## src/rtl/shift_seq.sv

```systemverilog
// Iterative shifter: logical left, logical right or arithmetic right, one bit
// position per clock, under a start/done handshake. Results match the barrel shifter.
module shift_seq #(
  parameter int N = 8
) (
  input  logic                 clk,
  input  logic                 rst_n,
  input  logic                 start,
  input  logic                 right_en,
  input  logic                 sign,
  input  logic [N-1:0]         din,
  input  logic [$clog2(N):0]   shift_n,
  output logic                 ready,
  output logic                 done,
  output logic [N-1:0]         out
);

  localparam int W = $clog2(N) + 1;
  localparam logic [W-1:0] NW = W'(N);

  typedef enum logic [1:0] {
    S_IDLE,
    S_SHIFT,
    S_DONE
  } state_t;

  state_t         state, state_nx;
  logic [W-1:0]   cnt, cnt_nx;
  logic [N-1:0]   out_nx;
  logic           right_q, right_nx;
  logic           sign_q, sign_nx;

  always_comb begin
    state_nx = state;
    cnt_nx   = cnt;
    out_nx   = out;
    right_nx = right_q;
    sign_nx  = sign_q;
    case (state)
      S_IDLE: begin
        if (start) begin
          out_nx   = din;
          right_nx = right_en;
          sign_nx  = sign;
          // Clamping to N makes any over-range amount flush the operand completely.
          cnt_nx   = (shift_n > NW) ? NW : shift_n;
          state_nx = (cnt_nx == '0) ? S_DONE : S_SHIFT;
        end
      end
      S_SHIFT: begin
        if (right_q) out_nx = {sign_q & out[N-1], out[N-1:1]};
        else         out_nx = {out[N-2:0], 1'b0};
        cnt_nx = cnt - W'(1);
        if (cnt == W'(1)) state_nx = S_DONE;
      end
      S_DONE: state_nx = S_IDLE;
      default: state_nx = S_IDLE;
    endcase
  end

  // ready/done are flopped from the next-state value so they are plain registers.
  always_ff @(posedge clk or negedge rst_n) begin
    if (!rst_n) begin
      state   <= S_IDLE;
      cnt     <= '0;
      out     <= '0;
      right_q <= 1'b0;
      sign_q  <= 1'b0;
      ready   <= 1'b1;
      done    <= 1'b0;
    end else begin
      state   <= state_nx;
      cnt     <= cnt_nx;
      out     <= out_nx;
      right_q <= right_nx;
      sign_q  <= sign_nx;
      ready   <= (state_nx == S_IDLE);
      done    <= (state_nx == S_DONE);
    end
  end

endmodule

```

## config.mk

```make
export PLATFORM = sky130hd
export DESIGN_NAME = shift_seq
export DESIGN_NICKNAME = d
export VERILOG_FILES = /design/src/rtl/shift_seq.sv
export SDC_FILE = /design/constraint.sdc
export NUM_CORES = 1
export LEC_CHECK = 0
export ABC_AREA = 1
export CAP_MARGIN = 20
export CORE_ASPECT_RATIO = 1.5
export CORE_MARGIN = 2
export CORE_UTILIZATION = 40
export CTS_CLUSTER_DIAMETER = 200
export DETAILED_ROUTE_END_ITERATION = 12
export DONT_BUFFER_PORTS = 1
export SLEW_MARGIN = 20
export SYNTH_ARGS = -nofsm -noshare
export SYNTH_HDL_FRONTEND = slang
export SYNTH_SLANG_ARGS = --single-unit
```

## constraint.sdc

```tcl
create_clock -name clk -period 1.2 [get_ports clk]
set_clock_uncertainty 0.05 [all_clocks]
set_input_delay 0.24 -clock clk [delete_from_list [all_inputs] [get_ports clk]]
set_output_delay 0.24 -clock clk [all_outputs]
set_load 0.01 [all_outputs]
```

## Word-level counts from Yosys, hierarchy flattened

Cells that the tools add are included.

| storage, ports and cells | value |
|---|---|
| register bits | 18 |
| memory bits (read-only) | 0 |
| bits in latches | 0 |
| memories kept | 0 |
| logic and storage cells | 30 |
| RAM bits | 0 |

| operators by class | value |
|---|---|
| $mul | 0 |
| equality and inequality tests | 4 |
| reductions and logical operators | 6 |
| div/mod/pow operators | 0 |
| bitwise gates (word level) | 1 |
| magnitude comparators | 1 |
| shift-type cells | 0 |
| add/subtract/negate cells | 1 |
| muxes and demuxes | 10 |

Operators with widths:

| operator | number |
|---|---|
| 2-to-1 mux 8 bit | 2 |
| case mux 8 bit (2 select lines) | 1 |
| 2-to-1 mux 4 bit | 2 |
| case mux 4 bit (2 select lines) | 1 |
| 2-to-1 mux 2 bit | 3 |
| equality test 4 x 1 -> 1 bit (second input constant) | 1 |
| greater-than comparator 4 bit (second input constant) | 1 |
| zero test 2 bit | 2 |
| zero test 4 bit | 1 |
| case mux 2 bit (2 select lines) | 1 |
| AND reduction 2 bit | 2 |
| subtractor 4 x 1 -> 4 bit (second input constant) | 1 |
| equality test 2 x 1 -> 1 bit (second input constant) | 1 |
| equality test 2 bit (second input constant) | 1 |
| inequality test 2 bit (second input constant) | 1 |
| nonzero test 2 bit | 1 |
| AND 1 bit | 1 |

## Logic depth before layout (Yosys ltp)

| depth | value |
|---|---|
| depth in word-level cells | 7 |
| depth in mapped cells | 7 |
| gate-level depth less buffers | 7 |

## Worst setup path before layout

No wires, ideal clock.

| timing path | value |
|---|---|
| path kind | register to register |
| from | register state[1] |
| to | register cnt[2] |
| arrival | 0.922 ns |
| setup slack | 0.111 ns |
| period minus slack after synthesis | 1.089 ns |
| path buffers | 0 |
| setup time | 0.117 ns |
| cell stages (with the launch flop) | 7 |
| required time | 1.033 ns |
| path through | dfrtp_1 -> inv_2 -> nand2_2 -> nor2_2 -> inv_2 -> nand3_1 -> nand2_1 |

| between the ends | value |
|---|---|
| word-level cells in the longest chain between the ends | 3 |
| elaborated cells on any way between the ends | 6 |
| those cells by class | eq/ne (2); mux (1); reduce/logical (3) |

RTL lines:

| what | line | RTL |
|---|---|---|
| start, declared | 27 | `state_t state, state_nx;` |
| start signal, assigned | 72 | `state <= state_nx;` |
| equality test 2 x 1 -> 1 bit / zero test 2 bit (equally long branches) | 39 | `case (state)` |
| nonzero test 2 bit (no line) / inequality test 2 bit (equally long branches) | -- |  |
| AND reduction 2 bit (no line) | -- |  |
| end signal, assigned | 73 | `cnt <= cnt_nx;` |
| end, declared | 28 | `logic [W-1:0] cnt, cnt_nx;` |

Parallel ways exist; a longest one is shown, timed or not.
A chain may end at the register's enable or synchronous reset.

## Final worst setup path

| timing path | value |
|---|---|
| from | register cnt[1] |
| to | register done |

| between the ends | value |
|---|---|
| word-level cells in the longest chain between the ends | 4 |

RTL lines:

| what | line | RTL |
|---|---|---|
| equality test 4 x 1 -> 1 bit | 54 | `if (cnt == W'(1)) state_nx = S_DONE;` |
| 2-to-1 mux 2 bit | 54 |  |
| case mux 2 bit (2 select lines) | 39 |  |
| equality test 2 bit | 78 | `done <= (state_nx == S_DONE);` |
| end signal, assigned | 78 |  |
| end, declared | 14 | `output logic done,` |

Every way passes these cells.

==> summary.md <==
| Metric | Value |
|---|---|
| Status | `completed` |
| Initial cell density of the core | `0.422` |
| CORE AREA | `2260 sq um` |
| Endpoints failing setup | `0` |
| DP Worst Slack | `0.000211 ns` |
| Die boundary height | `63.8 um` |
| Port-buffer cells | `0` |
| Area growth from synthesis to layout | `19.0%` |
| Total power of the final layout | `0.00314 W` |
| Transition time of the tightest slew-check pin | `0.847 ns` |
| Share of cells above drive strength 1 | `0.230` |
| Beginning of the worst register-to-register path | `cnt[1]` |
| Global-route total usage across every layer | `0.177` |
| Number of hold violations in the final report | `0` |
| Endpoint arrival time on the critical path | `1.34 ns` |
| Total of warnings raised by yosys | `0` |
| Count of filler cells inserted in the layout | `216` |
| Number of detailed-route iterations in the first pass | `4` |
| Peak supply drop | `1.10 mV` |
| Max-cap violations | `0` |
| Clock tree from TritonCTS | `done` |
| Type of the worst setup path | `reg -> reg` |
| Length in cells of the worst reg-to-reg path | `6` |
| Area of the die | `2800 sq um` |
| Gate count after technology mapping | `125` |
| Number of buffer and inverter instances along the worst setup path | `1` |
| End of the worst register-to-register path | `done` |
| Sequential fraction of the synthesis area | `0.474` |
| Fraction of synthesized cell area taken by the top area cell type | `0.446` |
| Series of cell instances along the critical path | `inv_2, ha_2, nand2_2, nor2_2, nand3_1, o21ai_1` |
| Residual DRC count | `0` |
| Power per unit of standard cell area | `2770 nW/um^2` |
| Starting DRT DRC Count | `42` |
| Critical path's slowest cell | `dfrtp_1` |
| Worst skew pair latency | `0.30 ns` |
| Standard-cell rows | `21` |
| Setup slack of the worst register-to-register path | `0.04 ns` |
| Total instance count after detailed placement | `153` |
| Number of diodes added for antenna fixing | `0` |
| Routed wirelength normalized by instance count | `14.6 um` |
| Largest incremental delay on the critical path | `0.42 ns` |
| Worst Setup Start Kind | `flip-flop` |
| Sum of overflow across all layers after global routing | `0` |
| Final Max Tran Viols | `0` |
| Overall die width | `43.9 um` |
| Initial antenna violation count | `0` |
| Post-CTS clock slew at the launch and capture registers of the worst setup and hold paths | `0.11 ns` |
| Synth Cell Area | `953 sq um` |
| FMAX | `860 MHz` |
| Synth Net Count | `roughly 140` |
| Via count of the first global-routing pass | `870` |
| Via density | `approximately 5.4` |
| Shortest period the worst path allows | `between 1 and 1.5 ns` |
| Unrepaired setup endpoints after global routing | `true` |
| Inserted Clock Buffers | `3` |
| Cell depth of the worst setup path | `6` |
| Clock Sink Count | `18` |
| Unique masters post-synth | `18` |
| Critical Path End | `done` |
| Placer's final routability congestion estimate | `between 0.8 and 0.9` |
| Wire length reported by the detailed router | `roughly 2.4 mm` |
| Number of nets at the end of the flow | `approximately 160` |
| Post-synth top area cell | `dfrtp_1` |
| Buffer depth of the longest clock path | `2` |
| Crit path required time | `1.37 ns` |
| Placed wire-length estimate after detailed placement | `1.77 mm` |
| Maximum number of pins on one net before global-route repair | `19` |
| Leak Pwr | `0.548 nW` |
| Wire length of the first global-routing pass | `3.75 mm` |
| Share of the core filled with cells in the final layout | `0.502` |
| I/O pins | `27` |
| Critical path peak fanout | `3` |
| Via Count | `882` |
| Mean post-synth cell area | `about 7.6 sq um` |
| Number of flip-flops and latches in the synthesized netlist | `18` |
| Final worst-path setup slack | `0.0372 ns` |
| Fraction of the cycle the final worst path needs | `0.969` |
| Slew Limit Headroom | `0.435` |
| Cell types with the largest area share after synthesis | `dfrtp_1 (45%), nand2_1 (13%), o21ai_1 (6.8%), nor2_1 (5.5%), nand3_1 (5.2%)` |
| Path category of the worst min-delay check | `in -> reg` |
| Kind of capture point of the worst setup path | `flip-flop` |
| Timing startpoint of the critical path | `cnt[1]` |
| Number of levels the H-tree was split into | `1` |
| Clock tree root driver cell | `clkbuf_4` |
| Final sum of negative setup slack | `0 ns` |
| Cell family contributing the most delay on the critical path | `flip-flops` |
| Post-DRT Antenna Nets | `0` |
| Non-filler instance count after layout | `162` |
## worst reg2reg max path, cell delays in order, from the launching register on
cell	delay [ns]
dfrtp_1	0.42
inv_2	0.07
ha_2	0.17
nand2_2	0.07
nor2_2	0.11
nand3_1	0.10
o21ai_1	0.09
## timing repair
item | 4_1_cts | 5_1_grt
setup endpoints to repair | 1 | 19
buffers inserted | 0 | 4
pin swaps | 0 | 3
resized for setup | 2 | 10
gates cloned | 0 | 0
hold buffers | 1 | 0
endpoints found under the hold margin | 18 | 0
## cell usage after synthesis
cell type	instances
a21oi_1	5
buf_2	2
buf_4	1
dfrtp_1	17
dfstp_2	1
ha_1	2
inv_1	8
inv_2	4
nand2_1	32
nand2_2	2
nand2_4	1
nand3_1	10
nor2_1	14
nor2_2	2
nor3_1	1
o211ai_1	4
o21ai_0	6
o21ai_1	13
## cell families (layout without fill, tap and decap cells)
group | after synthesis | after routing | synth area share
simple gates | 62 | 62 | 0.277
fa+ha+maj | 2 | 2 | 0.0262
compound gates | 28 | 28 | 0.157
buf+inv | 15 | 29 | 0.0656
flops | 18 | 18 | 0.474
## per-layer routing
metal	track usage	share of wire	vias to the layer above
met3	0.0339	0.046	6
met4	0.0833	0.023	0
met1	0.186	0.39	417
met2	0.322	0.54	21
li1	-	-	438
met5	0	0	-
## flip-flops by register name, summed over array words and instances (netlist names)
| signal | cells |
|---|---|
| cnt | 4 |
| ready | 1 |
| state | 2 |
| sign_q | 1 |
| done | 1 |
| out | 8 |
| right_q | 1 |
## worst min-delay path by stage
stage,startpoint,end,cells past startpoint
after global placement,rst_n,right_q,0
after CTS,sign,sign_q,2
after detailed placement,rst_n,right_q,0
after floorplan,rst_n,cnt[0],0
final,sign,sign_q,2
after global routing,right_en,right_q,2
## placed cells by master, fill, tap and decap left out, types with 3 or more instances in the layout
cell      netlist  layout
inv_2           4       5
o21ai_1        13      13
nor2_2          2       3
a21oi_1         5       5
clkbuf_4        0       3
o211ai_1        4       4
nor2_1         14      12
nand2_1        32      31
o21ai_0         6       5
dfrtp_1        17      16
buf_4           1      10
nand3_1        10      10
inv_1           8       7
## metrics by stage
step | cell area (sq um) | hold WS, ns
finish | 1130 | 0.0117
global route | 1130 | 0.0457
CTS | 1080 | 0.00995
detailed placement | 1040 | -0.105
global placement | 1040 | -0.105
floorplan | 953 | -0.106
## power breakdown
part | switching (W) | internal, W
clock | 0.000190 | 0.000129
combinational | 0.000839 | 0.000700
sequential | 0.000385 | 0.000900
## layout make-up
class / instances / area, sq um / area share
inverter: 12 / 45.0 / 0.0397
sequential: 18 / 453 / 0.399
multi-input combinational: 92 / 463 / 0.408
clock buffer: 4 / 26.3 / 0.0232
tap: 23 / 28.8 / 0.0254
timing repair buffer: 13 / 119 / 0.105
Power figures use the tool's default switching activity.
